[src/rtl/seg_pkg.sv]
// Shared glyph constants and FSM state type for the binary-to-7-segment path.
// Glyphs are active-low, bit order g..a.
package seg_pkg;

  typedef enum logic [1:0] {
    IDLE    = 2'd0,
    CONVERT = 2'd1,
    LOAD    = 2'd2
  } state_t;

  localparam logic [6:0] SEG_BLANK = 7'b1111111;
  localparam logic [6:0] SEG_DASH  = 7'b0111111;

  // Index 0 is the rightmost entry
  localparam logic [9:0][6:0] SEG_GLYPH = {
    7'b0010000,
    7'b0000000,
    7'b1111000,
    7'b0000010,
    7'b0010010,
    7'b0011001,
    7'b0110000,
    7'b0100100,
    7'b1111001,
    7'b1000000
  };

endpackage

[src/rtl/seg7_digit.sv]
// One BCD nibble to one active-low 7-segment glyph.
// Non-decimal codes render blank.
module seg7_digit
  import seg_pkg::*;
(
  input  logic [3:0] bcd_i,
  output logic [6:0] seg_o
);

  always_comb begin
    seg_o = SEG_BLANK;
    if (bcd_i <= 4'd9) seg_o = SEG_GLYPH[bcd_i];
  end

endmodule

[src/rtl/bin_to_seg.sv]
// Serial double-dabble binary-to-BCD converter driving 7-segment glyphs.
// Define BIN_TO_SEG_LZB_EN to blank leading zero digits.
module bin_to_seg
  import seg_pkg::*;
#(
  parameter int DATA_W = 8,
  parameter int DIGITS = 3
) (
  input  logic                  clk,
  input  logic                  rst,
  input  logic                  start,
  input  logic [DATA_W-1:0]     data,
  output logic                  busy,
  output logic                  done,
  output logic                  ovf,
  output logic [7*DIGITS-1:0]   segments
);

  localparam int INT_DIGITS = (DATA_W + 2) / 3;
  localparam int BCD_W      = 4 * INT_DIGITS;
  localparam int CNT_W      = $clog2(DATA_W + 1);

  state_t                state_q, state_d;
  logic [DATA_W-1:0]     bin_q, bin_d;
  logic [BCD_W-1:0]      bcd_q, bcd_d, bcd_adj;
  logic [CNT_W-1:0]      cnt_q, cnt_d;
  logic [7*DIGITS-1:0]   seg_q, seg_d, seg_new;
  logic                  ovf_q, ovf_d, ovf_new;
  logic                  done_q, done_d;
  logic [3:0]            nib   [DIGITS];
  logic [6:0]            glyph [DIGITS];
  logic                  unused_msb;

  always_ff @(posedge clk or posedge rst) begin
    if (rst) begin
      state_q <= IDLE;
      bin_q   <= '0;
      bcd_q   <= '0;
      cnt_q   <= '0;
      seg_q   <= '1;
      ovf_q   <= 1'b0;
      done_q  <= 1'b0;
    end else begin
      state_q <= state_d;
      bin_q   <= bin_d;
      bcd_q   <= bcd_d;
      cnt_q   <= cnt_d;
      seg_q   <= seg_d;
      ovf_q   <= ovf_d;
      done_q  <= done_d;
    end
  end

  always_comb begin
    state_d = state_q;
    case (state_q)
      IDLE:    if (start) state_d = CONVERT;
      CONVERT: if (cnt_q == CNT_W'(1)) state_d = LOAD;
      LOAD:    state_d = IDLE;
      default: state_d = IDLE;
    endcase
  end

  always_comb begin
    busy     = (state_q != IDLE);
    done     = done_q;
    ovf      = ovf_q;
    segments = seg_q;
  end

  always_comb begin
    bcd_adj = bcd_q;
    for (int i = 0; i < INT_DIGITS; i++) begin
      if (bcd_q[4*i +: 4] >= 4'd5)
        bcd_adj[4*i +: 4] = bcd_q[4*i +: 4] + 4'd3;
    end
  end

  // The adjusted MSB is always zero since INT_DIGITS covers 2^DATA_W-1
  assign unused_msb = bcd_adj[BCD_W-1];

  always_comb begin
    bin_d  = bin_q;
    bcd_d  = bcd_q;
    cnt_d  = cnt_q;
    seg_d  = seg_q;
    ovf_d  = ovf_q;
    done_d = 1'b0;
    case (state_q)
      IDLE: begin
        if (start) begin
          bin_d = data;
          bcd_d = '0;
          cnt_d = CNT_W'(DATA_W);
        end
      end
      CONVERT: begin
        bcd_d = {bcd_adj[BCD_W-2:0], bin_q[DATA_W-1]};
        bin_d = {bin_q[DATA_W-2:0], 1'b0};
        cnt_d = cnt_q - CNT_W'(1);
      end
      LOAD: begin
        seg_d  = seg_new;
        ovf_d  = ovf_new;
        done_d = 1'b1;
      end
      default: ;
    endcase
  end

  for (genvar g = 0; g < DIGITS; g++) begin : g_dig
    if (g < INT_DIGITS) begin : g_nib
      assign nib[g] = bcd_q[4*g +: 4];
    end else begin : g_zero
      assign nib[g] = 4'd0;
    end
    seg7_digit u_digit (
      .bcd_i (nib[g]),
      .seg_o (glyph[g])
    );
  end

  always_comb begin
    ovf_new = 1'b0;
    for (int j = DIGITS; j < INT_DIGITS; j++) begin
      if (bcd_q[4*j +: 4] != 4'd0) ovf_new = 1'b1;
    end
  end

`ifdef BIN_TO_SEG_LZB_EN
  logic [DIGITS-1:0] lead;
  logic              zero_run;

  always_comb begin
    lead     = '0;
    zero_run = 1'b1;
    for (int k = DIGITS - 1; k >= 1; k--) begin
      if (nib[k] != 4'd0) zero_run = 1'b0;
      lead[k] = zero_run;
    end
  end
`endif

  always_comb begin
    seg_new = '1;
    for (int i = 0; i < DIGITS; i++) begin
      seg_new[7*i +: 7] = glyph[i];
`ifdef BIN_TO_SEG_LZB_EN
      if (lead[i]) seg_new[7*i +: 7] = SEG_BLANK;
`endif
      if (ovf_new) seg_new[7*i +: 7] = SEG_DASH;
    end
  end

endmodule

[config.mk]
export PLATFORM = sky130hd
export DESIGN_NAME = bin_to_seg
export DESIGN_NICKNAME = d
export VERILOG_FILES = /design/src/rtl/seg_pkg.sv /design/src/rtl/seg7_digit.sv /design/src/rtl/bin_to_seg.sv
export SDC_FILE = /design/constraint.sdc
export NUM_CORES = 1
export LEC_CHECK = 0
export CORE_MARGIN = 1.5
export CORE_UTILIZATION = 50
export CTS_CLUSTER_SIZE = 12
export DETAILED_ROUTE_END_ITERATION = 8
export GPL_ROUTABILITY_DRIVEN = 0
export PLACE_DENSITY = 0.76
export SLEW_MARGIN = 10
export SYNTH_ARGS = -nofsm -noshare
export SYNTH_HDL_FRONTEND = slang
export SYNTH_SLANG_ARGS = --single-unit
[constraint.sdc]
create_clock -name clk -period 1.75 [get_ports clk]
set_clock_uncertainty 0.2 [all_clocks]
set_input_delay 0.35 -clock clk [delete_from_list [all_inputs] [get_ports clk]]
set_output_delay 0.35 -clock clk [all_outputs]
set_load 0.1 [all_outputs]
# == Word level (Yosys, flattened, before mapping) ==
# Memory sizes are Yosys's and may differ from the RTL's.
# Index checks and enable logic that the tools add are counted.
# word_totals
elab_cells,51
output_inout_bits,24
register_bits,48
input_bits,11
romBits,336
memories,3
# classes
addsub,4
n_reduce_logical,5
n_lt_le_gt_ge,9
mux,19
eq_ne,5
# memory_table
name,depth,width,read_ports,rd_ports_with_merged_regs,wr,line,text
(no name shown),16,7,1,0,0,seg7_digit.sv:12,if (bcd_i <= 4'd9) seg_o = SEG_GLYPH[bcd_i];
(no name shown),16,7,1,0,0,seg7_digit.sv:12,
(no name shown),16,7,1,0,0,seg7_digit.sv:12,
# ops
op,count
7-bit two-way mux,6
12-bit case mux with 2 select lines,1
8-bit case mux with 2 select lines,1
"4-bit by 5-bit < comparator with 1-bit output, second input constant",3
"4-bit by 3-bit >= comparator with 1-bit output, second input constant",3
"4-bit <= comparator, second input constant",3
12-bit two-way mux,1
4-bit two-way mux,3
"4-bit by 2-bit adder with 4-bit output, second input constant",2
8-bit two-way mux,1
4-bit case mux with 2 select lines,1
"4-bit by 1-bit equality test with 1-bit output, second input constant",1
2-bit two-way mux,2
"2-bit inequality test, second input constant",2
2-bit case mux with 2 select lines,1
2-bit AND reduction,2
2-bit nonzero test,2
"4-bit by 1-bit subtractor with 4-bit output, second input constant",1
"3-bit by 2-bit adder with 3-bit output, second input constant",1
3-bit two-way mux,1
"2-bit by 1-bit equality test with 1-bit output, second input constant",1
"2-bit equality test, second input constant",1
2-bit zero test,1
1-bit two-way mux,1

# == Longest topological paths before layout ==
# logic_depth
ltp_word,3
ltp_mapped,7
depth_no_buf,6

# == By module ==
# From an unflattened synthesis, not the netlist that was laid out.
# hier_totals
hier_cells,288
hier_area_um2,2941.6
# by_module_without_submodules
mod,area_each_um2,cells_per_inst,instances,seq_area_each_um2
bin_to_seg,2322.2,198,1,1227.4
seg7_digit,206.4,30,3,0.0

# == Least setup slack after synthesis ==
# Ideal clock, no wire load.
# synth_timing
path_kind,flip-flop to output port
from,reg state_q[1]
to,out busy
n_path_buf,2
arrival_time_ns,1.196
path_stages_with_launch,4
slack_ns,0.004
required_time_ns,1.200
path_cell_list,dfrtp_1 -> buf_2 -> clkbuf_1 -> or2_2
# synth_via
elab_chain_cells,1
# synth_rtl
element,line,text
start: declaration,bin_to_seg.sv:23,"state_t state_q, state_d;"
start signal: assignment,bin_to_seg.sv:44,state_q <= state_d;
2-bit nonzero test,bin_to_seg.sv:65,busy = (state_q != IDLE);
end: declaration,bin_to_seg.sv:13,"output logic busy,"
# No other way between the ends.

# == Final worst setup path ==
# Same ends and word-level chain as after synthesis.

==> metrics.csv <==
metric;value;unit
regArea;1230;sq um
die-area;6000;sq um
rsz0062_at_grt;true;
worstPathArrival;1150;ps
final-max-slew-violation-count;0;
multi_input_comb_area;1370;sq um
drc;0;
syn_avg_cell_area;9.43;sq um
routedWlPerCell;13.0;um
grt_overflow;0;
viasPerCell;5.22;
antenna_found_initial;0;
htree_num_levels;2;
drv_cap;0;
hold_buffers;0;
grt_use_total;19.8;%
place.detailed.hpwl;3.94;mm
grt_pass1_wl;9.59;mm
syn_area;2770;sq um
wl;5.37;mm
path_max_fanout;2;
crit_type;register to output pin;
crit_required;1200;ps
yosysWarnings;0;
fin_nets;369;
crit_chain;or2_4 -> buf_12;
period_share;97.2;%
clkLatencyLatePin;300;ps
ios;35;
outcome;finished clean;
drive_gt1_share;30.4;%
hold_viol;0;
final_antenna_net_count;0;
synth.net_count;322;
start_kind;register;
grt_pass1_vias;2150;
synth_flop_cell;dfrtp_1;
path_clk_slew;90;ps
cts_made_buffers;5;
path_buf_inv;1;
layout_commonest_cell;nand2_1;
slowest_stage;dfrtp_2;
die_x;77.5;um
cp_top_family;flip-flops;
fmax;588;MHz
die_h;77.5;um
rows;26;
utilization;69.0;%
syn_inst;294;
final_cell_mix;nand2_1 (42), nor2_1 (29), o21ai_0 (29);
grt_max_degree;49;
ys_types;47;
worst_hold_path_type;input pin to asynchronous set/reset pin;
period_needed;1700;ps
fillCellCount;411;
start_util;52.9;%
firstDrtPassIters;4;
synth-seq-cells;48;
synthArstFlopShare;100;%
cts_root_buf;clkbuf_8;
clockBufferDepth;2;
cpPeakStageDelay;430;ps
ys_seq_area_share;44.3;%
core_region_area;5240;sq um
area_growth;30.4;%
whs;198;ps
synth_edf_count;0;
io_buffers;33;
dr.first_iter.drc_count;99;
cts.sink_count;48;
cp-end-kind;output pin;
vias;2150;
setup_viol;0;
cts_tree;done;
antennaDiodeCount;0;
sequential cells by signal, summed over array words and instances, names as in the netlist:
name	count
bin_q	8
state_q	2
done	1
bcd_q	12
segments	21
cnt_q	4
stage by stage:
| stage | cell area [sq um] | setup slack, ps | setup TNS, ps | std cells |
|---|---|---|---|---|
| 2_1_floorplan | 2770 | 3.68 | 0 | 294 |
| 3_3_place_gp | 3450 | 10.9 | 0 | 400 |
| 3_5_place_dp | 3450 | -20.6 | -80.6 | 400 |
| 4_1_cts | 3570 | 0.224 | 0 | 410 |
| 5_1_grt | 3610 | -4.68 | -8.18 | 412 |
| 6_report | 3610 | 48.9 | 0 | 412 |
cell usage after synthesis, types with 3 or more instances:
| cell type | number | area (sq um) |
|---|---|---|
| buf_6 | 4 | 45.0 |
| nand2_1 | 42 | 158 |
| nand2b_1 | 10 | 62.6 |
| o21a_1 | 4 | 30.0 |
| a21oi_1 | 27 | 135 |
| dfrtp_1 | 27 | 676 |
| dfstp_2 | 21 | 552 |
| buf_2 | 8 | 40.0 |
| o21ai_0 | 30 | 150 |
| nor3_1 | 3 | 15.0 |
| o2bb2ai_1 | 3 | 26.3 |
| ha_1 | 17 | 213 |
| buf_4 | 3 | 22.5 |
| nor3b_1 | 9 | 67.6 |
| xnor2_1 | 3 | 26.3 |
| inv_1 | 14 | 52.6 |
| nor2_1 | 29 | 109 |
| a22o_1 | 4 | 35.0 |
worst reg2reg max path, delay by kind of cell (launching register included):
family,cells,cell delay [ps]
flops,1,430
buf+inv,3,510
compound gates,2,450
final timing paths:
kind	slack (ps)	endpoint	from	cells after the start
setup / recovery	50	busy	state_q[1]$_DFFE_PP0P_	2
hold / removal	200	bcd_q[1]$_DFFE_PP0P_	rst	3
setup reg to reg	50	bcd_q[3]$_DFFE_PP0P_	state_q[1]$_DFFE_PP0P_	5
hold reg to reg	290	bin_q[2]$_DFFE_PP0P_	bin_q[2]$_DFFE_PP0P_	2
max in group asynchronous	870	segments[7]$_DFFE_PP1P_	rst	3
min in group clk	290	bin_q[2]$_DFFE_PP0P_	bin_q[2]$_DFFE_PP0P_	2
routing by layer:
layer,part of all wire [%],GRT usage [%],up-vias
li1,-,-,1083
met1,46,24.8,1019
met2,50,35.3,43
met3,3.0,2.71,5
met4,1.1,6.00,0
met5,0,0,-
cell type report:
| class | count | area share (%) |
|---|---|---|
| clock buffer | 6 | 2.28 |
| inverter | 15 | 1.77 |
| tap | 70 | 2.42 |
| multi-input combinational | 212 | 38.0 |
| sequential | 48 | 34.0 |
| clock inverter | 2 | 0.277 |
| timing repair buffer | 59 | 21.3 |
timing repair:
action	4_1_cts	5_1_grt
setup endpoints to repair	3	15
pin swaps	0	3
gates resized for setup	5	8
buffers inserted	2	2
logic make-up after synthesis:
| kind of cell | synth area share (%) |
|---|---|
| simple gates | 17.4 |
| compound gates | 21.0 |
| flops | 44.3 |
| buf+inv | 7.54 |
| fa+ha+maj | 7.67 |
| xor+xnor | 1.26 |
| mux | 0.767 |
| other cells | 0.135 |
Power is not shown: default switching activity piles up to over one toggle a cycle in this logic, so the estimate is an artifact.
